===== src/rtl/seg_pattern_decoder.sv =====
// Purpose: decode a debounced active-low seven-segment pattern back to a BCD digit, blank or error.
// Latency: reports STABLE_CYCLES accepted samples after a pattern first appears; result is registered (+1 cycle).
// Backpressure: none; seg_vld only qualifies samples, idle cycles neither advance nor break the stability run.
// Optional: define SEG_DECODE_HEX_ALPHA_EN to also decode the hex letters A..F as digits 10..15.
module seg_pattern_decoder #(
  parameter int STABLE_CYCLES = 4,
  parameter int CNT_W         = 8
) (
  input  logic             clk,
  input  logic             rst,
  input  logic [6:0]       seg_in,
  input  logic             seg_vld,
  output logic [3:0]       digit_out,
  output logic             digit_valid,
  output logic             pattern_err,
  output logic             blank,
  output logic             locked,
  output logic [CNT_W-1:0] err_count
);

  typedef enum logic [1:0] {IDLE, SETTLE, LOCKED} state_t;
  typedef enum logic [1:0] {K_DIGIT, K_BLANK, K_ERR} kind_t;

  localparam logic [7:0]       STABLE_N = 8'(STABLE_CYCLES);
  localparam logic [CNT_W-1:0] CNT_MAX  = '1;

  state_t     state, state_nxt;
  kind_t      dec_kind;
  logic [3:0] dec_digit;
  logic [6:0] cand;
  logic [7:0] cnt, cnt_nxt;
  logic       differs;
  logic       report;

  // Pattern table lookup for the incoming sample.
  always_comb begin
    dec_kind  = K_ERR;
    dec_digit = 4'd0;
    case (seg_in)
      7'h40: begin dec_kind = K_DIGIT; dec_digit = 4'd0; end
      7'h79: begin dec_kind = K_DIGIT; dec_digit = 4'd1; end
      7'h24: begin dec_kind = K_DIGIT; dec_digit = 4'd2; end
      7'h30: begin dec_kind = K_DIGIT; dec_digit = 4'd3; end
      7'h19: begin dec_kind = K_DIGIT; dec_digit = 4'd4; end
      7'h12: begin dec_kind = K_DIGIT; dec_digit = 4'd5; end
      7'h02: begin dec_kind = K_DIGIT; dec_digit = 4'd6; end
      7'h78: begin dec_kind = K_DIGIT; dec_digit = 4'd7; end
      7'h00: begin dec_kind = K_DIGIT; dec_digit = 4'd8; end
      7'h10: begin dec_kind = K_DIGIT; dec_digit = 4'd9; end
`ifdef SEG_DECODE_HEX_ALPHA_EN
      7'h08: begin dec_kind = K_DIGIT; dec_digit = 4'd10; end
      7'h03: begin dec_kind = K_DIGIT; dec_digit = 4'd11; end
      7'h46: begin dec_kind = K_DIGIT; dec_digit = 4'd12; end
      7'h21: begin dec_kind = K_DIGIT; dec_digit = 4'd13; end
      7'h06: begin dec_kind = K_DIGIT; dec_digit = 4'd14; end
      7'h0E: begin dec_kind = K_DIGIT; dec_digit = 4'd15; end
`endif
      7'h7F: dec_kind = K_BLANK;
      default: dec_kind = K_ERR;
    endcase
  end

  // Stability filter: a changed sample restarts the run at 1, a repeat extends it up to STABLE_N.
  always_comb begin
    differs = (seg_in != cand);
    if (differs)
      cnt_nxt = 8'd1;
    else if (cnt == STABLE_N)
      cnt_nxt = cnt;
    else
      cnt_nxt = cnt + 8'd1;
  end

  // State register.
  always_ff @(posedge clk) begin
    if (rst)
      state <= IDLE;
    else
      state <= state_nxt;
  end

  // Next-state logic; only accepted samples move the machine.
  always_comb begin
    state_nxt = state;
    if (seg_vld) begin
      case (state)
        IDLE:    state_nxt = report ? LOCKED : SETTLE;
        SETTLE:  if (report) state_nxt = LOCKED;
        LOCKED:  if (differs) state_nxt = SETTLE;
        default: state_nxt = IDLE;
      endcase
    end
  end

  // Output decode: a report fires once per run, never while already locked.
  always_comb begin
    report = seg_vld && (state != LOCKED) && (cnt_nxt == STABLE_N);
    locked = (state == LOCKED);
  end

  // Candidate pattern and run length, advanced on accepted samples only.
  always_ff @(posedge clk) begin
    if (rst) begin
      cand <= 7'h00;
      cnt  <= 8'd0;
    end else if (seg_vld) begin
      cand <= seg_in;
      cnt  <= cnt_nxt;
    end
  end

  // Registered report outputs: pulses last one cycle, digit and blank hold until the next report.
  always_ff @(posedge clk) begin
    if (rst) begin
      digit_out   <= 4'd0;
      digit_valid <= 1'b0;
      pattern_err <= 1'b0;
      blank       <= 1'b0;
      err_count   <= '0;
    end else begin
      digit_valid <= 1'b0;
      pattern_err <= 1'b0;
      if (report) begin
        case (dec_kind)
          K_DIGIT: begin
            digit_valid <= 1'b1;
            digit_out   <= dec_digit;
            blank       <= 1'b0;
          end
          K_BLANK: blank <= 1'b1;
          default: begin
            pattern_err <= 1'b1;
            if (err_count != CNT_MAX)
              err_count <= err_count + 1'b1;
          end
        endcase
      end
    end
  end

endmodule


===== config.mk =====
export PLATFORM = sky130hd
export DESIGN_NAME = seg_pattern_decoder
export DESIGN_NICKNAME = d
export VERILOG_FILES = /design/src/rtl/seg_pattern_decoder.sv
export SDC_FILE = /design/constraint.sdc
export NUM_CORES = 1
export LEC_CHECK = 0
export ABC_AREA = 1
export CORE_MARGIN = 1
export CORE_UTILIZATION = 35
export CTS_CLUSTER_DIAMETER = 80
export DETAILED_ROUTE_END_ITERATION = 6
export GPL_ROUTABILITY_DRIVEN = 0
export PLACE_DENSITY = 0.62
export REMOVE_ABC_BUFFERS = 1
export SLEW_MARGIN = 20
export SYNTH_ARGS = -nofsm -noshare
export SYNTH_HDL_FRONTEND = slang
export SYNTH_SLANG_ARGS = --single-unit

===== constraint.sdc =====
create_clock -name clk -period 5.5 [get_ports clk]
set_clock_uncertainty 0.05 [all_clocks]
set_input_delay 0.825 -clock clk [delete_from_list [all_inputs] [get_ports clk]]
set_output_delay 0.825 -clock clk [all_outputs]
set_load 0.01 [all_outputs]

After elaboration in Yosys (flattened, before gate mapping)

Cells that the tools add are included.

Input bits: 10
Bits in registers: 32
Output and inout port bits: 16
Logic and storage cells: 56

Reduce and logical (&&, ||, !) cells: 13
Add/sub/neg operators: 2
Equal/unequal tests: 20
Bitwise logic cells: 2
Multiplexer cells: 11

Operators by type and width:

| kind                  | count |
|---|---|
| $pmux W4 S9           | 1 |
| $eq A7 B7 Y1 const B  | 4 |
| $eq A7 B5 Y1 const B  | 3 |
| $add A8 B1 Y8 const B | 2 |
| $eq A8 B3 Y1 const B  | 2 |
| $mux W8               | 2 |
| $eq A7 B6 Y1 const B  | 2 |
| $reduce_or A10 Y1     | 1 |
| $ne A8 B8 Y1 const B  | 1 |
| $eq A7 B2 Y1 const B  | 1 |
| $logic_not A7 Y1      | 1 |
| $ne A7 B7 Y1          | 1 |
| $mux W2               | 3 |
| $pmux W2 S3           | 1 |
| $reduce_and A3 Y1     | 2 |
| $eq A2 B1 Y1 const B  | 2 |
| $logic_not A2 Y1      | 2 |
| $ne A2 B2 Y1 const B  | 2 |
| $pmux W2 S2           | 1 |
| $reduce_and A2 Y1     | 2 |
| $reduce_or A2 Y1      | 2 |
| $eq A2 B2 Y1 const B  | 1 |
| $logic_and A1 B1 Y1   | 2 |
| $mux W1               | 2 |
| other kinds (4)       | 5 |

Logic depth before layout (Yosys ltp)

Word-level depth: 7
Depth in mapped cells: 16
Mapped depth without buffers: 15

Worst setup path before layout

OpenSTA, ideal clock, no wires.

Kind: input-to-reg
From: input port seg_in[5]
To: register state[0]
Setup slack: 3277 ps
Arrival time: 2060 ps
Data required time: 5336 ps
Stages on the path: 13
Setup time: 114 ps
Path through: inv_2 -> nand2_1 -> nand2_1 -> nand3_2 -> nor2_8 -> nand2_4 -> nor2_2 -> nand3_2 -> nor2_4 -> buf_6 -> nand2_1 -> a21oi_1 -> nor2_1

Cells in the longest elaborated chain, start to end: 6
Elaborated cells between the ends (all ways): 9
Classes of those cells: 4 x eq/ne; 3 x mux; 2 x reduce/logical

Ends and longest elaborated chain:

| what                                                    | line | RTL |
|---|---|---|
| start: declaration                                      | 11   | `input logic [6:0] seg_in,` |
| $ne A7 B7 Y1 *                                          | 65   | `differs = (seg_in != cand);` |
| $mux W8                                                 | 66   | `if (differs)` |
| $eq A8 B3 Y1                                            | 97   | `report = seg_vld && (state != LOCKED) && (cnt_nxt == STABLE_N);` |
| $logic_and A1 B1 Y1                                     | 97   |  |
| $mux W2 / $ne A2 B2 Y1 (equally long branches)          | n/a  |  |
| $pmux W2 S3 / $reduce_and A3 Y1 (equally long branches) | n/a  |  |
| end signal: assignment                                  | 79   | `state <= state_nxt;` |
| end: declaration                                        | 27   | `state_t state, state_nxt;` |

Mark *: on every way between the ends. The rest lies on a longest branch, timed or not.
A chain may end at the register's enable or synchronous reset.

Worst setup path in the final report

From: input port seg_vld
To: register err_count[0]

Cells in the longest elaborated chain, start to end: 3

Ends and longest elaborated chain:

| what                               | line | RTL |
|---|---|---|
| start: declaration                 | 12   | `input logic seg_vld,` |
| $logic_and A1 B1 Y1 (2 in series)  | 97   |  |
| $reduce_and A3 Y1 (no source line) | n/a  |  |
| end signal: assignment             | 134  | `err_count <= err_count + 1'b1;` |
| end: declaration                   | 18   | `output logic [CNT_W-1:0] err_count` |

No other way between the ends.

==> metrics.txt <==
# TYPE chip_impl_metric gauge
chip_impl_info{name="status",value="completed"} 1
chip_impl_info{name="element_type_at_the_critical_path_start",value="input port"} 1
chip_impl_metric{name="worstRegToRegCells",unit=""} 11
chip_impl_metric{name="hold_path_depth",unit=""} 2
chip_impl_metric{name="boundaryPins",unit=""} 26
chip_impl_info{name="cts_root_buf",value="sky130_fd_sc_hd__clkbuf_8"} 1
chip_impl_metric{name="synth.yosys.seq_area_share",unit="%"} 33.5
chip_impl_metric{name="timing.max_cap.violations",unit=""} 0
chip_impl_metric{name="post_cts_hold_buffer_count",unit=""} 0
chip_impl_info{name="worstSetupPathType",value="in2reg"} 1
chip_impl_metric{name="worst_hold_slack_across_all_endpoints",unit="ps"} 408
chip_impl_metric{name="synth.lib_cells_used.distinct",unit=""} 30
chip_impl_metric{name="clock_tree.buffer_depth",unit=""} 2
chip_impl_metric{name="dr_total_vias",unit=""} 1895
chip_impl_info{name="timing.critical_path.to_type",value="register"} 1
chip_impl_metric{name="critPathArrivalTime",unit="ps"} 3340
chip_impl_metric{name="drt_wl_total",unit="um"} 4240
chip_impl_metric{name="clk_transition_reported_paths",unit="ps"} 70
chip_impl_info{name="synth_ff_type",value="sky130_fd_sc_hd__dfxtp_1"} 1
chip_impl_metric{name="clock_sink_count",unit=""} 32
chip_impl_info{name="top_layer",value="met4"} 1
chip_impl_info{name="critical_path.reg2reg.endpoint",value="err_count[0]$_SDFFE_PP0P_"} 1
chip_impl_metric{name="post_route_cells_drive_above_1_share",unit="%"} 6.69
chip_impl_metric{name="clock.fmax",unit="MHz"} 311
chip_impl_metric{name="dp_hpwl",unit="um"} 3140
chip_impl_metric{name="cell_count_after_synthesis",unit=""} 303
chip_impl_metric{name="hold_viol_final",unit=""} 0
chip_impl_metric{name="initial_core_util",unit="%"} 37.0
chip_impl_metric{name="grt_pass1_vias",unit=""} 1767
chip_impl_info{name="path_common_cell",value="sky130_fd_sc_hd__nor2_1"} 1
chip_impl_metric{name="grt_max_degree",unit=""} 29
chip_impl_metric{name="number_of_pins_with_negative_max_slew_slack_in_the_final_report",unit=""} 0
chip_impl_metric{name="worst_skew_pair.late_latency",unit="ps"} 290
chip_impl_metric{name="timing.final.setup_violations",unit=""} 0
chip_impl_metric{name="critical_path.max_stage_delay",unit="ps"} 990
chip_impl_info{name="min_from",value="blank$_SDFFE_PP0P_"} 1
chip_impl_metric{name="postLayoutCoreUtil",unit="%"} 45.3
chip_impl_metric{name="drc",unit=""} 0
chip_impl_metric{name="power_leakage",unit="nW"} 1.03
chip_impl_metric{name="power",unit="mW"} 0.553
chip_impl_info{name="synth_top_cells_by_area",value="sky130_fd_sc_hd__dfxtp_1 33%, sky130_fd_sc_hd__nand2_1 15%, sky130_fd_sc_hd__nor2_1 9.4%, sky130_fd_sc_hd__inv_1 6.7%, sky130_fd_sc_hd__nand3_1 5.8%"} 1
chip_impl_metric{name="ys_ff_latch",unit=""} 32
chip_impl_metric{name="cts.htree.levels",unit=""} 2
chip_impl_metric{name="rrSetupSlack",unit="ps"} 3230
chip_impl_metric{name="syn_area",unit="um^2"} 1910
chip_impl_metric{name="ys.warnings.count",unit=""} 0
chip_impl_metric{name="die_height",unit="um"} 75.9
chip_impl_info{name="mostFrequentLayoutCell",value="sky130_fd_sc_hd__nand2_1"} 1
chip_impl_metric{name="wl_per_cell",unit="um"} 10.6
chip_impl_metric{name="post_synth.cell_area_avg",unit="um^2"} 6.31
chip_impl_metric{name="critPathMaxFanout",unit=""} 27
chip_impl_metric{name="route.detailed.vias_per_inst",unit=""} 4.75
chip_impl_metric{name="post_cts.resized_instances",unit=""} 0
chip_impl_metric{name="antenna_violations_before_repair",unit=""} 0
chip_impl_metric{name="synthToLayoutAreaGrowth",unit="%"} 22.4
chip_impl_metric{name="routed-wl-met2",unit="um"} 1930
chip_impl_metric{name="antenna_violating_nets_post_route",unit=""} 0
chip_impl_metric{name="cts-buffers-inserted",unit=""} 5
chip_impl_metric{name="synthArstFlopShare",unit="%"} 0
chip_impl_metric{name="vdd_drop_max",unit="V"} 0.000100
chip_impl_metric{name="cts_setup_buffers",unit=""} 0
chip_impl_info{name="crit_path_cell_trace",value="clkdlybuf4s50_1 -> inv_1 -> nor2_1 -> nand3_1 -> nor2_2 -> nand3_2 -> nor2_4 -> nand2_1 -> o21ai_0 -> nor2_1"} 1
chip_impl_metric{name="timing_worst_slew_pin_value",unit="ps"} 795
chip_impl_metric{name="gr-usage-all-layers",unit="%"} 16.3
chip_impl_metric{name="fillerInstances",unit=""} 541
chip_impl_metric{name="global_route.overflow_total",unit=""} 0
chip_impl_info{name="crit_path_top_delay_cell",value="sky130_fd_sc_hd__clkdlybuf4s50_1"} 1
chip_impl_metric{name="antenna-diode-count",unit=""} 0
chip_impl_metric{name="first_pass_grt_wire_length",unit="um"} 7690
chip_impl_info{name="timing.hold.worst_endpoint",value="blank$_SDFFE_PP0P_"} 1
chip_impl_metric{name="floorplan.rows",unit=""} 26
chip_impl_metric{name="post-route-min-period",unit="ps"} 3210
chip_impl_info{name="tritoncts",value="built"} 1
chip_impl_metric{name="worst_ep_required_time",unit="ps"} 5630
chip_impl_metric{name="relSlewSlack",unit="%"} 46.9
chip_impl_metric{name="die_area",unit="um^2"} 5770
chip_impl_metric{name="detailedRoute.firstPassIterationCount",unit=""} 6
chip_impl_metric{name="initialDrtViolationCount",unit=""} 116
chip_impl_metric{name="tns",unit="ps"} 0
chip_impl_metric{name="design.core.area",unit="um^2"} 5170
chip_impl_metric{name="nNetsFinal",unit=""} 341
chip_impl_metric{name="port-buffer-count",unit=""} 25
chip_impl_info{name="hold_path_class",value="reg2reg"} 1
chip_impl_info{name="reg2reg_from",value="cnt[0]$_SDFFE_PP0P_"} 1
chip_impl_info{name="synth_top_area_cell",value="sky130_fd_sc_hd__dfxtp_1"} 1
chip_impl_metric{name="die_x",unit="um"} 75.9
chip_impl_info{name="most-common-layout-cells",value="75 x sky130_fd_sc_hd__nand2_1, 48 x sky130_fd_sc_hd__nor2_1, 34 x sky130_fd_sc_hd__inv_1, 32 x sky130_fd_sc_hd__dfxtp_1, 25 x sky130_fd_sc_hd__clkdlybuf4s50_1"} 1
chip_impl_metric{name="number_of_enable_flip_flop_cells_after_synthesis",unit=""} 0
chip_impl_info{name="grt_setup_unrepaired",value="false"} 1
chip_impl_metric{name="power_per_cell_area",unit="nW/um^2"} 236
chip_impl_metric{name="post-route-period-util",unit="%"} 58.4
chip_impl_metric{name="met1Wirelength",unit="um"} 2100
chip_impl_metric{name="met3_length",unit="um"} 141
chip_impl_metric{name="netlist.area_leader.share",unit="%"} 33.5
## worst max path at each step
stage / startpoint / endpoint / slack [ps] / depth (start not counted)
3_5_place_dp: seg_vld / err_count[0]$_SDFFE_PP0P_ / 1960 / 10
3_3_place_gp: seg_vld / err_count[0]$_SDFFE_PP0P_ / 2050 / 10
5_1_grt: seg_vld / digit_out[0]$_SDFFE_PP0P_ / 1900 / 9
2_1_floorplan: seg_in[0] / err_count[0]$_SDFFE_PP0P_ / 3150 / 11
6_report: seg_vld / err_count[0]$_SDFFE_PP0P_ / 2290 / 10
4_1_cts: seg_vld / err_count[0]$_SDFFE_PP0P_ / 2270 / 10
## cells by family (layout without fill, tap and decap cells)
family | Yosys count | in the layout | synth area share [%]
xor+xnor | 5 | 5 | 2.29
buf+inv | 47 | 73 | 9.74
flops | 32 | 32 | 33.5
compound gates | 43 | 43 | 11.7
simple gates | 173 | 173 | 40.8
fa+ha+maj | 3 | 3 | 1.96
## sequential cells by signal, summed over array words and instances, names as in the netlist
name,flops
digit_valid,1
pattern_err,1
blank,1
err_count,8
state,2
cand,7
digit_out,4
cnt,8
## cells in the mapped netlist, types with 2 or more instances
| cell | instances |
|---|---|
| sky130_fd_sc_hd__nor3_1 | 6 |
| sky130_fd_sc_hd__nand3_2 | 3 |
| sky130_fd_sc_hd__nor2_1 | 48 |
| sky130_fd_sc_hd__nor4_1 | 2 |
| sky130_fd_sc_hd__o21ai_0 | 21 |
| sky130_fd_sc_hd__nand2_1 | 75 |
| sky130_fd_sc_hd__ha_1 | 3 |
| sky130_fd_sc_hd__a21oi_1 | 18 |
| sky130_fd_sc_hd__clkbuf_1 | 4 |
| sky130_fd_sc_hd__inv_2 | 5 |
| sky130_fd_sc_hd__inv_1 | 34 |
| sky130_fd_sc_hd__dfxtp_1 | 32 |
| sky130_fd_sc_hd__xor2_1 | 4 |
| sky130_fd_sc_hd__buf_2 | 2 |
| sky130_fd_sc_hd__nand3b_1 | 2 |
| sky130_fd_sc_hd__nand4_1 | 9 |
| sky130_fd_sc_hd__nand3_1 | 22 |
## power breakdown
part / leakage [nW] / internal, mW / switching [mW]
registers: 0.261 / 0.239 / 0.00634
clock network: 0.0645 / 0.160 / 0.0903
logic: 0.708 / 0.0210 / 0.0363
total: 1.03 / 0.420 / 0.133
## metrics by stage
stage | instances | setup slack [ps] | cell area [um^2]
final | 399 | 2290 | 2340
after global routing | 399 | 1900 | 2340
after CTS | 399 | 2270 | 2340
after detailed placement | 391 | 1960 | 2210
after global placement | 391 | 2050 | 2210
after floorplan | 296 | 3150 | 1880
## worst max-delay path: cells and delay by family
kind / cells / cell delay [ps]
AND/OR/NAND/NOR: 7 / 1070
AO/OA/AOI/OAI: 1 / 190
buffers and inverters: 2 / 1250
## metal layers
metal | track usage (%) | vias to the layer above
met1 | 20.7 | 822
met2 | 26.7 | 34
met5 | 0 | -
li1 | - | 1032
met3 | 3.86 | 7
met4 | 5.77 | 0
## layout make-up
cell class / instances / area [um^2] / share of cell area (%)
tap: 70 / 87.6 / 3.74
timing repair buffer: 25 / 250 / 10.7
clock inverter: 1 / 30.0 / 1.28
multi-input combinational: 224 / 1090 / 46.4
clock buffer: 7 / 96.3 / 4.12
sequential: 32 / 641 / 27.4
inverter: 40 / 150 / 6.41
(Power assumes the default switching activity.)
